[config.mk]
export PLATFORM = sky130hd
export DESIGN_NAME = toggle_burst_ctrl_flat
export DESIGN_NICKNAME = d
export VERILOG_FILES = /design/src/rtl/toggle_burst_ctrl_if.sv /design/src/rtl/toggle_burst_ctrl.sv /design/src/flat_wrapper.sv
export SDC_FILE = /design/constraint.sdc
export NUM_CORES = 1
export LEC_CHECK = 0
export CORE_MARGIN = 2
export CORE_UTILIZATION = 30
export CTS_CLUSTER_SIZE = 16
export DETAILED_ROUTE_END_ITERATION = 7
export DONT_BUFFER_PORTS = 1
export SYNTH_ARGS = -nofsm -noshare
export SYNTH_HDL_FRONTEND = slang
export SYNTH_SLANG_ARGS = --single-unit
[constraint.sdc]
create_clock -name clk -period 5.6 [get_ports clk]
set_input_delay 0.84 -clock clk [delete_from_list [all_inputs] [get_ports clk]]
set_output_delay 0.84 -clock clk [all_outputs]
set_load 0.05 [all_outputs]
[src/rtl/toggle_burst_ctrl_if.sv]
// Host <-> toggle burst controller handshake and observation bus.
interface toggle_burst_ctrl_if #(
  parameter int unsigned CNT_W = 8
);
  logic             start;
  logic [CNT_W-1:0] len;
  logic             init_x;
  logic             abort;
  logic             busy;
  logic             done;
  logic             x_o;
  logic             y_o;
  logic             z_o;
  logic             or_o;
  logic [CNT_W-1:0] cnt_o;

  // Host side: issues bursts, watches datapath state
  modport master (
    output start, len, init_x, abort,
    input  busy, done, x_o, y_o, z_o, or_o, cnt_o
  );

  // Controller side: owns the datapath and handshake outputs
  modport slave (
    input  start, len, init_x, abort,
    output busy, done, x_o, y_o, z_o, or_o, cnt_o
  );
endinterface

[src/rtl/toggle_burst_ctrl.sv]
// Bounded-burst sequencer for the toggle/shift datapath: seed load, LEN toggles,
// OR-pipe drain, one-cycle done pulse. All outputs registered.
module toggle_burst_ctrl #(
  parameter int unsigned CNT_W     = 8,
  parameter int unsigned DRAIN_CYC = 2
) (
  input  logic                clk,
  input  logic                rst,
  toggle_burst_ctrl_if.slave  bus
);

  localparam int unsigned DW = (DRAIN_CYC > 1) ? $clog2(DRAIN_CYC) : 1;

  typedef enum logic [1:0] {IDLE, RUN, DRAIN, DONE} state_t;

  state_t               state;
  state_t               state_nxt;
  logic                 x;
  logic                 x_nxt;
  logic                 y;
  logic                 y_nxt;
  logic                 z;
  logic [CNT_W-1:0]     cnt;
  logic [CNT_W-1:0]     cnt_nxt;
  logic [DW-1:0]        dcnt;
  logic [DW-1:0]        dcnt_nxt;
  logic                 busy;
  logic                 busy_nxt;
  logic                 done;
  logic                 done_nxt;
  logic [DRAIN_CYC-1:0] pipe;

  // State, datapath and registered handshake outputs
  always_ff @(posedge clk) begin
    if (rst) begin
      state <= IDLE;
      x     <= 1'b0;
      y     <= 1'b0;
      z     <= 1'b0;
      cnt   <= '0;
      dcnt  <= '0;
      busy  <= 1'b0;
      done  <= 1'b0;
      pipe  <= '0;
    end else begin
      state   <= state_nxt;
      x       <= x_nxt;
      y       <= y_nxt;
      z       <= x;
      cnt     <= cnt_nxt;
      dcnt    <= dcnt_nxt;
      busy    <= busy_nxt;
      done    <= done_nxt;
      pipe[0] <= x | y;
      for (int i = 1; i < int'(DRAIN_CYC); i++) begin
        pipe[i] <= pipe[i-1];
      end
    end
  end

  // Next-state and next-datapath decode; abort outranks terminal count
  always_comb begin
    state_nxt = state;
    x_nxt     = x;
    y_nxt     = y;
    cnt_nxt   = cnt;
    dcnt_nxt  = dcnt;
    busy_nxt  = 1'b0;
    done_nxt  = 1'b0;

    case (state)
      IDLE: begin
        if (bus.start) begin
          if (bus.len != '0) begin
            state_nxt = RUN;
            x_nxt     = bus.init_x;
            y_nxt     = 1'b0;
            cnt_nxt   = bus.len;
          end else begin
            state_nxt = DONE;
          end
        end
      end
      RUN: begin
        if (bus.abort) begin
          state_nxt = IDLE;
          cnt_nxt   = '0;
        end else begin
          x_nxt    = ~x;
          y_nxt    = x;
          cnt_nxt  = cnt - CNT_W'(1);
          dcnt_nxt = '0;
          if (cnt == CNT_W'(1)) begin
            state_nxt = DRAIN;
          end
        end
      end
      DRAIN: begin
        if (bus.abort) begin
          state_nxt = IDLE;
          cnt_nxt   = '0;
        end else if (dcnt == DW'(DRAIN_CYC - 1)) begin
          state_nxt = DONE;
        end else begin
          dcnt_nxt = dcnt + DW'(1);
        end
      end
      DONE: begin
        state_nxt = IDLE;
      end
      default: begin
        state_nxt = IDLE;
      end
    endcase

    busy_nxt = (state_nxt == RUN) || (state_nxt == DRAIN);
    done_nxt = (state_nxt == DONE);
  end

  assign bus.busy  = busy;
  assign bus.done  = done;
  assign bus.x_o   = x;
  assign bus.y_o   = y;
  assign bus.z_o   = z;
  assign bus.or_o  = pipe[DRAIN_CYC-1];
  assign bus.cnt_o = cnt;

endmodule

[src/flat_wrapper.sv]
// flat-port wrapper written by rule: the top's interface ports become plain ports
module toggle_burst_ctrl_flat 
#(
  parameter int unsigned CNT_W     = 8,
  parameter int unsigned DRAIN_CYC = 2
)
  (clk, rst, bus_start, bus_len, bus_init_x, bus_abort, bus_busy, bus_done, bus_x_o, bus_y_o, bus_z_o, bus_or_o, bus_cnt_o);
  toggle_burst_ctrl_if #(.CNT_W(CNT_W)) bus_i ();
  input  logic clk;
  input  logic rst;
  input wire logic [$bits(bus_i.start)-1:0] bus_start;
  input wire logic [$bits(bus_i.len)-1:0] bus_len;
  input wire logic [$bits(bus_i.init_x)-1:0] bus_init_x;
  input wire logic [$bits(bus_i.abort)-1:0] bus_abort;
  output wire logic [$bits(bus_i.busy)-1:0] bus_busy;
  output wire logic [$bits(bus_i.done)-1:0] bus_done;
  output wire logic [$bits(bus_i.x_o)-1:0] bus_x_o;
  output wire logic [$bits(bus_i.y_o)-1:0] bus_y_o;
  output wire logic [$bits(bus_i.z_o)-1:0] bus_z_o;
  output wire logic [$bits(bus_i.or_o)-1:0] bus_or_o;
  output wire logic [$bits(bus_i.cnt_o)-1:0] bus_cnt_o;
  assign bus_i.start = bus_start;
  assign bus_i.len = bus_len;
  assign bus_i.init_x = bus_init_x;
  assign bus_i.abort = bus_abort;
  assign bus_busy = bus_i.busy;
  assign bus_done = bus_i.done;
  assign bus_x_o = bus_i.x_o;
  assign bus_y_o = bus_i.y_o;
  assign bus_z_o = bus_i.z_o;
  assign bus_or_o = bus_i.or_o;
  assign bus_cnt_o = bus_i.cnt_o;
  toggle_burst_ctrl #(.CNT_W(CNT_W), .DRAIN_CYC(DRAIN_CYC)) u_core (.clk(clk), .rst(rst), .bus(bus_i));
endmodule
[Yosys cells after proc, flatten, opt, wreduce, memory -nomap -nowiden]
Index checks and enable logic that the tools add are counted.
W data, S select, Z words.
Word-level totals
  register bits after elaboration: 18
  output and inout bits: 14
  input bits: 13
Operators by class
  reduce and logical (&&, ||, !) cells: 9
  add/sub/neg operators: 2
  mux-type cells: 24
  bitwise logic cells: 2
  equality and inequality tests: 12
Operator list (count)
  $mux W8: 4
  $pmux W8 S3: 1
  $mux W2: 6
  $mux W1: 9
  $eq A2 B2 Y1 const B: 4
  $eq A8 B1 Y1 const B: 1
  $ne A2 B2 Y1 const B: 4
  $pmux W2 S4: 1
  $reduce_and A4 Y1: 2
  $reduce_bool A8 Y1: 1
  $sub A8 B1 Y8 const B: 1
  $pmux W1 S2: 3
  $eq A2 B1 Y1 const B: 2
  $reduce_bool A2 Y1: 2
  $reduce_and A3 Y1: 1
  $reduce_bool A3 Y1: 1
  $logic_not A2 Y1: 1
  $ne A2 B1 Y1 const B: 1
  $add A1 B1 Y1 const B: 1
  $logic_or A1 B1 Y1: 1
  $not A1 Y1: 1
  $or A1 B1 Y1: 1

[Longest topological paths before layout]
Gate-level depths: netlist of the first run.
  depth in word-level cells: 6
  depth in mapped cells: 8
  mapped depth without buffers: 8

[Least setup slack after synthesis of the first run]
Ideal clock, no wire load.
  path type: in2reg
  from: input port bus_len[2]
  to: register u_core.busy, in the netlist u_core.bus.busy
  stages: 6
  library setup time: 0.114 ns
  setup slack: 3.404 ns
  arrival: 2.082 ns
  cells stage by stage: nor4_1 -> and3_1 -> a21oi_1 -> a22oi_1 -> ha_1 -> nor2b_1
On the way
  word-level cells in the longest chain between the ends: 6
  elaborated cells on any way between the ends: 7
Ends and longest elaborated chain
  from (decl): RTL line flat_wrapper.sv:12  | input wire logic [$bits(bus_i.len)-1:0] bus_len;
  $reduce_bool A8 Y1 (*): RTL line toggle_burst_ctrl.sv:74  | if (bus.len != '0) begin
  $mux W2 (*): RTL line toggle_burst_ctrl.sv:74
  $mux W2 (*): RTL line toggle_burst_ctrl.sv:73  | if (bus.start) begin
  $pmux W2 S4 (*): RTL line toggle_burst_ctrl.sv:71  | case (state)
  named net u_core.state_nxt[1]: RTL line toggle_burst_ctrl.sv:17  | state_t state_nxt;
  $eq A2 B1 Y1 or $eq A2 B2 Y1 (tied branches): RTL line toggle_burst_ctrl.sv:116  | busy_nxt = (state_nxt == RUN) || (state_nxt == DRAIN);
  $logic_or A1 B1 Y1 (*): RTL line toggle_burst_ctrl.sv:116
  named net u_core.busy_nxt: RTL line toggle_burst_ctrl.sv:28  | logic busy_nxt;
  to (signal assigned): RTL line toggle_burst_ctrl.sv:52  | busy <= busy_nxt;
  to (decl): RTL line toggle_burst_ctrl.sv:27  | logic busy;
The timed path passes the listed nets; every way through them passes the cells marked *.
A chain may end at the register's enable or synchronous reset.

[Worst setup path after layout of the first run]
  from: register u_core.cnt[3], in the netlist u_core.bus.cnt_o[3]
  to: register u_core.busy, in the netlist u_core.bus.busy
On the way
  word-level cells in the longest chain between the ends: 6
  elaborated cells on any way between the ends: 7
Ends and longest elaborated chain
  from (decl): RTL line toggle_burst_ctrl.sv:23  | logic [CNT_W-1:0] cnt;
  from (signal assigned): RTL line toggle_burst_ctrl.sv:50  | cnt <= cnt_nxt;
  $eq A8 B1 Y1 (*): RTL line toggle_burst_ctrl.sv:93  | if (cnt == CNT_W'(1)) begin
  $mux W2 (*): RTL line toggle_burst_ctrl.sv:93
  $mux W2 (*): RTL line toggle_burst_ctrl.sv:85  | if (bus.abort) begin
  $pmux W2 S4 (*): RTL line toggle_burst_ctrl.sv:71
  named net u_core.state_nxt[1]: RTL line toggle_burst_ctrl.sv:17
  $eq A2 B1 Y1 or $eq A2 B2 Y1 (tied branches): RTL line toggle_burst_ctrl.sv:116
  $logic_or A1 B1 Y1 (*): RTL line toggle_burst_ctrl.sv:116
  named net u_core.busy_nxt: RTL line toggle_burst_ctrl.sv:28
Marked as above.

==> impl_metrics.yaml, run 1 <==
critical_path:
  critPathLaunchType: "flip-flop"
  critPathArrivalTime_ns: 2.45
  path_class: "flip-flop to flip-flop"
  crit_start: "u_core.bus.cnt_o[3]"
  reg2reg_from: "u_core.bus.cnt_o[3]"
  cp_num_buf_inv: 0
  crit_fanout: 6
  crit_slowest_cell: "or4_4"
  slowest_delay_ns: 0.65
  crit_path_cell_trace: "or4_4 -> nor4b_2 -> o21ai_1 -> a22oi_1 -> ha_1 -> nor2b_1"
  cp.required_ns: 5.76
  setup.worst_path.end_class: "flip-flop"
  crit_family: "simple AND/OR/NAND/NOR gates"
clock_tree:
  root_buffer: "clkbuf_8"
  htree_levels: 1
  clk_pin_slew_worst_paths_ns: 0.07
  cts_buffers: 3
  cts_tree: "done"
  cts.sinks: 18
  hold_buffers: 0
  clock_path_buffers: 2
  clk_latency_ns: 0.26
  postCtsSetupBuffers: 0
  cts_resized: 0
final_layout:
  diodes: 0
  drive_above_1_share_pct: 8.27
  fill_cells: 376
  nNetsFinal: 155
  area_growth_pct: 9.71
  fin_util_pct: 33.7
  stdcell_count: 181
  design_area_um2: 1220
yosys:
  yosysTopAreaCell: "dfxtp_1"
  synth_nets: 152
  ys.flop_type: "dfxtp_1"
  syn_avg_cell_area_um2: 8.46
  synth_edf_count: 0
  ys_warn_count: 0
  synth_seq_area_share_pct: 32.5
  yosys-top-cells-area: "dfxtp_1 33%, ha_1 9.0%, a211oi_1 4.7%"
  synth.distinct_cells: 40
  synth.most_common_cell: "dfxtp_1"
  synth_cells: 131
  synth_top_cells_by_count: "18 x dfxtp_1, 14 x nor2_1, 10 x inv_1"
  async_flop_share_pct: 0
  synth_seq_cells: 18
  syn-cell-area_um2: 1110
  synth_top_area_share_pct: 32.5
die:
  core_um2: 3610
  die_x_um: 64.8
  die_area_um2: 4200
  initial_utilization_pct: 30.7
  io_pins: 27
  std_cell_rows: 22
  die_h_um: 64.8
min_path:
  min_path_type: "flip-flop to flip-flop"
  hold_start: "u_core.pipe[0]"
sta:
  worstMarginPinSlew_ns: 0.716
  setup_tns_ns: 0
  finClkSkew_ns: 0.00129
  holdWs_ns: 0.441
  fin_ws_ns: 3.31
  finalCriticalPeriod_ns: 2.29
  fmax_mhz: 436
  timing.final.crit_share_pct: 41.0
  slew_headroom_pct: 52.2
  final-hold-violation-count: 0
  setup_violations: 0
  rsz0062_at_grt: "false"
  slew_violations: 0
route:
  drtAntennaViolNets: 0
  drc_errors: 0
  wire_per_inst_um: 16.6
  drtIter0Drc: 106
  vias: 1013
  drt_wl_total_mm: 3.01
  vias_per_cell: 5.60
  first_pass_iters: 4
place:
  place_hpwl_mm: 2.33
  post-place-ws_ns: 3.26
  gp_congestion: 0.908
  dpl_cell_area_um2: 1160
  dp.cells: 177
  port_buffers: 0
power:
  power_density_nw_per_um2: 678
  power.total_uw: 825
  p_leak_nw: 0.455
  ir_drop_mv: 0.123
grt:
  antenna_found_initial: 0
  grt_max_degree: 17
  grt.overflow.total: 0
  grt_util_all_layers_pct: 15.3
  grt_pass1_vias: 1064
  grt_first_pass_wirelength_mm: 4.97
flow_run:
  drv_cap: 0
run_status:
  run_status: "complete, no violations"
## routing by layer
layer,vias up,track usage (%),share of wire [%]
li1,493,-,-
met1,473,16.7,40
met2,35,26.5,51
met3,12,3.47,6.0
met4,0,9.31,3.5
met5,-,0,0
## registers in the layout, summed over array words and instances (netlist names)
| name | count |
|---|---|
| u_core.bus.busy | 1 |
| u_core.bus.cnt_o | 8 |
| u_core.bus.done | 1 |
| u_core.bus.x_o | 1 |
| u_core.bus.y_o | 1 |
| u_core.bus.z_o | 1 |
| u_core.dcnt | 1 |
| u_core.pipe | 2 |
| u_core.state | 2 |
## cells in the final DEF (no fill, tap or decap), drive strengths merged, types with 2 or more instances in the layout
cell     count
dfxtp       18
nor2        14
inv         10
nand2        9
ha           8
a21oi        7
a211oi       7
nor2b        5
nor3         5
o32ai        4
clkbuf       4
o21ai        4
nor4         3
nand2b       3
o22ai        3
and3         2
a22oi        2
mux2         2
o2bb2ai      2
a311oi       2
nor4b        2
## cell type report
class                           count  area (um^2)  share of cell area (%)
Multi-Input combinational cell    100          699                    57.5
Clock buffer                        4         55.1                    4.53
Sequential cell                    18          360                    29.6
Tap cell                           48         60.1                    4.94
Inverter                           11         41.3                    3.40
## power breakdown
group | total (mW) | internal [mW] | switching [mW]
sequential | 0.353 | 0.173 | 0.180
clock | 0.111 | 0.0626 | 0.0485
combinational | 0.361 | 0.158 | 0.203
## cells by family after synthesis
| kind of cell | synth area share, % |
|---|---|
| AND/OR/NAND/NOR | 24.8 |
| AO/OA/AOI/OAI | 26.3 |
| flip-flops | 32.5 |
| buffers and inverters | 4.40 |
| adder cells (fa/ha/maj) | 9.03 |
| multiplexers | 2.93 |
## path summary, 6_finish.rpt
| kind | endpoint | slack [ns] | depth (start not counted) |
|---|---|---|---|
| setup / recovery | u_core.bus.busy | 3.31 | 6 |
| hold reg to reg | u_core.pipe[1] | 0.44 | 1 |
| setup reg to reg | u_core.bus.busy | 3.31 | 6 |
| hold / removal | u_core.pipe[1] | 0.44 | 1 |
Note: power is estimated with default switching activity, not from simulation.
==> inputs of run 2 (changes only) <==
--- a/config.mk
+++ b/config.mk
@@ -5,6 +5,7 @@
 export SDC_FILE = /design/constraint.sdc
 export NUM_CORES = 1
 export LEC_CHECK = 0
+export ABC_AREA = 1
 export CORE_MARGIN = 2
 export CORE_UTILIZATION = 30
 export CTS_CLUSTER_SIZE = 16
==> constraint.sdc (replaced) <==
create_clock -name clk -period 2.3 [get_ports clk]
set_input_delay 0.345 -clock clk [delete_from_list [all_inputs] [get_ports clk]]
set_output_delay 0.345 -clock clk [all_outputs]
set_load 0.05 [all_outputs]
==> run 2 against run 1 <==
  * Sequential share of layout area down 2.3 points
  * Clock-buffer cell count unchanged
  * Clock skew up 0.0070 ns
  * Critical path depth grew 5
  * Routed wire length decreased by 18%
  * Critical endpoint unchanged
  * Sequential cell count is the same
  * Final cell count is 30% higher
  * Hold slack lost 0.29 ns
  * Power grew 25%
  * Maximum frequency grew 43%
  * Highest routed layer unchanged
  * Clock power rose by 140%
  * Non-clock buffer count is 8 higher
==> impl_metrics.yaml, run 2 <==
critical_path:
  crit_fanout: 5
  slowest_delay_ns: 0.34
  crit_family: "simple AND/OR/NAND/NOR gates"
  critPathLaunchType: "flip-flop"
  path_class: "flip-flop to flip-flop"
  cp_num_buf_inv: 3
  crit_path_cell_trace: "inv_1 -> ha_1 -> inv_1 -> nor2_2 -> o21ai_0 -> nand2_1 -> nand2_1 -> nand2_1 -> ha_1 -> inv_1 -> nor2_1"
  cp.required_ns: 2.46
  setup.worst_path.end_class: "flip-flop"
  crit_slowest_cell: "dfxtp_1"
  critPathArrivalTime_ns: 1.76
clock_tree:
  postCtsSetupBuffers: 0
  root_buffer: "clkbuf_8"
  cts_tree: "done"
  clock_path_buffers: 2
  cts_resized: 0
  clk_pin_slew_worst_paths_ns: 0.08
  hold_buffers: 0
  cts_buffers: 3
  clk_latency_ns: 0.26
  htree_levels: 1
  cts.sinks: 18
route:
  wire_per_inst_um: 10.5
  vias: 1032
  drc_errors: 0
  vias_per_cell: 4.37
  top_layer_used: "met4"
  wl_met2_mm: 1.03
  met3_length_um: 217
  wl_met1_mm: 1.21
  drtIter0Drc: 52
  first_pass_iters: 4
  drtAntennaViolNets: 0
  drt_wl_total_mm: 2.48
sta:
  setup_violations: 0
  finalCriticalPeriod_ns: 1.61
  finClkSkew_ns: 0.00826
  timing.final.crit_share_pct: 70.0
  final-hold-violation-count: 0
  rsz0062_at_grt: "false"
  holdWs_ns: 0.151
  fmax_mhz: 621
  worstMarginPinSlew_ns: 0.567
  slew_violations: 0
  slew_headroom_pct: 62.2
  setup_tns_ns: 0
yosys:
  synth_top_area_share_pct: 31.0
  synth_edf_count: 0
  yosys-top-cells-area: "dfxtp_1 31%, nand2_1 17%, nor2_1 9.7%"
  synth_seq_cells: 18
  synth.distinct_cells: 22
  synth_seq_area_share_pct: 31.0
  async_flop_share_pct: 0
  synth_top_cells_by_count: "54 x nand2_1, 30 x nor2_1, 19 x inv_1"
  synth.most_common_cell: "nand2_1"
  syn-cell-area_um2: 1160
  synth_cells: 178
  ys.flop_type: "dfxtp_1"
  syn_avg_cell_area_um2: 6.53
  synth_nets: 199
  ys_warn_count: 0
  yosysTopAreaCell: "dfxtp_1"
place:
  gp_congestion: 0.833
  port_buffers: 0
  place_hpwl_mm: 1.93
final_layout:
  fill_cells: 420
  largest_reg_flops: 8
  layout_commonest_cell: "nand2_1"
  nNetsFinal: 210
  drive_above_1_share_pct: 16.5
  diodes: 0
  area_growth_pct: 13.3
  final_cell_mix: "54 x nand2_1, 30 x nor2_1, 19 x inv_1, 18 x dfxtp_1, 9 x a21oi_1"
grt:
  grt_pass1_vias: 980
  grt.overflow.total: 0
  antenna_found_initial: 0
  grt_first_pass_wirelength_mm: 4.25
  grt_util_all_layers_pct: 12.6
  grt_max_degree: 16
die:
  die_area_um2: 4390
  io_pins: 27
  initial_utilization_pct: 31.5
  core_um2: 3690
  std_cell_rows: 22
  die_h_um: 66.2
  die_x_um: 66.2
flow_run:
  drv_cap: 0
power:
  ir_drop_mv: 0.330
  power_density_nw_per_um2: 782
  p_leak_nw: 0.653
min_path:
  min_path_type: "primary input to flip-flop"
run_status:
  run_status: "complete, no violations"
run 2: cell count changes after synthesis, sizes merged, moves of 4 or more:
cell,change
nand3,+9
nor3,-5
nand2,+46
o21ai,+5
o32ai,-4
nor2,+27
nor2b,-5
inv,+13
a211oi,-7
run 2: kinds of logic after synthesis:
family / after synthesis / share of synthesized area [%]
simple gates: 106 / 41.1
compound gates: 19 / 9.04
buf+inv: 26 / 9.47
fa+ha+maj: 8 / 8.61
xor+xnor: 1 / 0.754
flops: 18 / 31.0
run 2: worst reg2reg max path, stage by stage, from the launching register on:
cell	delay (ns)
dfxtp_1	0.34
inv_1	0.14
ha_1	0.16
inv_1	0.04
nor2_2	0.19
o21ai_0	0.13
nand2_1	0.08
nand2_1	0.06
nand2_1	0.07
ha_1	0.22
inv_1	0.05
nor2_1	0.03
run 2: cell type report:
class                      count  area (um^2)  area share (%)
multi-input combinational    134          692            52.5
clock buffer                   4         55.1            4.18
tap                           48         60.1            4.56
sequential                    18          360            27.4
inverter                      24         90.1            6.84
timing repair buffer           8         60.1            4.56
run 2: final timing paths:
kind                           to  cells after the start             from  slack (ns)
setup / recovery  u_core.bus.busy                     11  u_core.state[0]        0.69
hold / removal    u_core.state[0]                      1              rst        0.15
setup reg to reg  u_core.bus.busy                     11  u_core.state[0]        0.69
hold reg to reg    u_core.pipe[1]                      2   u_core.pipe[0]        0.40
run 2: routing by layer:
metal | vias to the layer above | GRT usage (%)
li1 | 564 | -
met1 | 439 | 15.5
met2 | 27 | 20.0
met3 | 2 | 5.96
met4 | 0 | 2.30
met5 | - | 0
run 2: through the flow:
| stage | std cells | setup slack, ns | utilization [%] | area [um^2] | power (mW) |
|---|---|---|---|---|---|
| 2_1_floorplan | 178 | 0.518 | - | 1160 | 0.708 |
| 3_3_place_gp | 232 | 0.721 | 34.2 | 1260 | 0.773 |
| 3_5_place_dp | 232 | 0.715 | 34.2 | 1260 | 0.773 |
| 4_1_cts | 236 | 0.696 | 35.7 | 1320 | 1.04 |
| 5_1_grt | 236 | 0.477 | 35.7 | 1320 | 1.11 |
| 6_report | 236 | 0.691 | 35.7 | 1320 | 1.03 |
run 2: power by group:
group / internal, mW / leakage (nW) / switching [mW]
registers: 0.348 / 0.149 / 0.0617
clock network: 0.152 / 0.0288 / 0.114
logic: 0.111 / 0.475 / 0.244
total: 0.611 / 0.653 / 0.419
==> inputs of run 3 (changes only) <==
--- a/config.mk
+++ b/config.mk
@@ -5,7 +5,7 @@
 export SDC_FILE = /design/constraint.sdc
 export NUM_CORES = 1
 export LEC_CHECK = 0
-export ABC_AREA = 1
+export ABC_AREA = 0
 export CORE_MARGIN = 2
 export CORE_UTILIZATION = 30
 export CTS_CLUSTER_SIZE = 16
==> constraint.sdc (replaced) <==
create_clock -name clk -period 1.6 [get_ports clk]
set_input_delay 0.24 -clock clk [delete_from_list [all_inputs] [get_ports clk]]
set_output_delay 0.24 -clock clk [all_outputs]
set_load 0.05 [all_outputs]
==> run 3 against run 2 <==
  * The run now ends with negative setup slack left
  * Sequential cell count stayed put
  * Power rose to 4.2 times the previous value
  * Hold slack worse by 0.12 ns
==> impl_metrics.yaml, run 3 (same netlist as run 1, synthesis figures left out) <==
critical_path:
  critPathArrivalTime_ns: 2.13
  crit_fanout: 2
  regToRegEndpoint: "u_core.bus.busy"
  rrSetupSlack_ns: -0.38
  cp.required_ns: 1.75
  setup.worst_path.end_class: "flip-flop"
  path_class: "flip-flop to flip-flop"
  reg2reg_from: "u_core.bus.cnt_o[2]"
  rr_worst_depth: 6
  critPathLaunchType: "flip-flop"
die:
  io_pins: 27
  initial_utilization_pct: 30.7
  core_um2: 3610
  die_h_um: 64.8
  die_area_um2: 4200
  die_x_um: 64.8
  std_cell_rows: 22
clock_tree:
  clk_pin_slew_worst_paths_ns: 0.08
  hold_buffers: 0
  clock_path_buffers: 2
  cts_buffers: 3
  root_buffer: "clkbuf_8"
  cts_tree: "done"
  htree_levels: 1
  clk_latency_ns: 0.26
  cts.sinks: 18
grt:
  grt_pass1_vias: 1271
  grt_util_all_layers_pct: 18.0
  antenna_found_initial: 0
  grt_first_pass_wirelength_mm: 5.95
  grt.overflow.total: 0
  grt_max_degree: 17
route:
  drtIter0Drc: 84
  drc_errors: 0
  vias: 1244
  vias_per_cell: 5.50
  drt_wl_total_mm: 3.90
  first_pass_iters: 4
  drtAntennaViolNets: 0
  wire_per_inst_um: 17.3
final_layout:
  final_cell_mix: "41 x buf_4, 10 x nor2_1, 10 x dfxtp_1, 9 x nand2_1, 8 x inv_1"
  nNetsFinal: 200
  multi_input_area_um2: 943
  stdcell_count: 226
  area_growth_pct: 65.6
  design_area_um2: 1840
  seq_area_um2: 378
  fill_cells: 333
  diodes: 0
  drive_above_1_share_pct: 56.7
  fin_util_pct: 50.9
  layout_commonest_cell: "buf_4"
  largest_reg_flops: 8
min_path:
  hold_start: "rst"
  whs_endpoint: "u_core.bus.cnt_o[0]"
  min_path_cells: 1
  min_path_type: "primary input to flip-flop"
run_status:
  run_status: "finished, violations left"
  violations: "negative setup slack"
place:
  place_hpwl_mm: 2.64
  gp_congestion: 0.965
  dpl_cell_area_um2: 1460
  dp.cells: 213
  post-place-ws_ns: -0.355
  port_buffers: 0
power:
  ir_drop_mv: 0.566
  p_leak_nw: 0.727
  power_density_nw_per_um2: 2370
  power.total_mw: 4.36
sta:
  timing.final.crit_share_pct: 124
  rsz0062_at_grt: "true"
  fin_ws_ns: -0.379
  setup_violations: 8
  final-hold-violation-count: 0
  holdWs_ns: 0.0344
  worstMarginPinSlew_ns: 0.560
  slew_violations: 0
  finClkSkew_ns: 0.00556
  fmax_mhz: 505
  slew_headroom_pct: 62.6
  finalCriticalPeriod_ns: 1.98
  setup_tns_ns: -1.44
flow_run:
  drv_cap: 0
==> run 3: cell types whose count changed in the layout (fill, tap and decap cells not counted), moves of 4 or more <==
| cell | delta |
|---|---|
| a211oi_2 | +4 |
| a21oi_1 | -4 |
| buf_4 | +33 |
| buf_6 | +4 |
| dfxtp_1 | -8 |
| dfxtp_2 | +5 |
| ha_1 | -4 |
| inv_1 | -11 |
| nand2_1 | -45 |
| nand3_1 | -8 |
| nor2_1 | -20 |
| nor2_2 | -5 |
| nor2b_1 | +4 |
==> run 3: layer usage <==
metal  track usage [%]  wire [um]
met5                 0          0
met4              9.31        136
met3              3.65        225
met2              32.1       2030
met1              20.0       1510
==> run 3: layout make-up <==
cell class,instances,area share [%]
clock buffer,4,3.00
inverter,11,2.52
multi-input combinational,100,51.4
sequential,18,20.6
tap,48,3.27
timing repair buffer,45,19.2
==> run 3: timing repair <==
action                     in CTS  in global routing
resized for setup              20                 34
setup buffers                   3                 10
setup endpoints to repair      12                 12
pin swaps                       5                 22
==> run 3: worst max path at each step <==
stage	startpoint	to
detailed placement	u_core.bus.cnt_o[4]	u_core.bus.busy
CTS	u_core.bus.cnt_o[4]	u_core.bus.busy
global placement	u_core.bus.cnt_o[4]	u_core.bus.busy
global route	u_core.bus.cnt_o[3]	u_core.bus.busy
floorplan	u_core.bus.cnt_o[4]	u_core.bus.busy
finish	u_core.bus.cnt_o[2]	u_core.bus.busy
==> run 3: power breakdown <==
part / switching, mW / internal (mW)
logic: 1.65 / 1.46
clock network: 0.169 / 0.219
registers: 0.226 / 0.634
==> run 3: worst max-delay path, cell delays in order (launching register included) <==
cell     delay [ns]
dfxtp_2        0.32
or4_4          0.55
nor4b_4        0.36
o21ai_2        0.10
a22oi_2        0.13
ha_2           0.29
nor2b_1        0.12
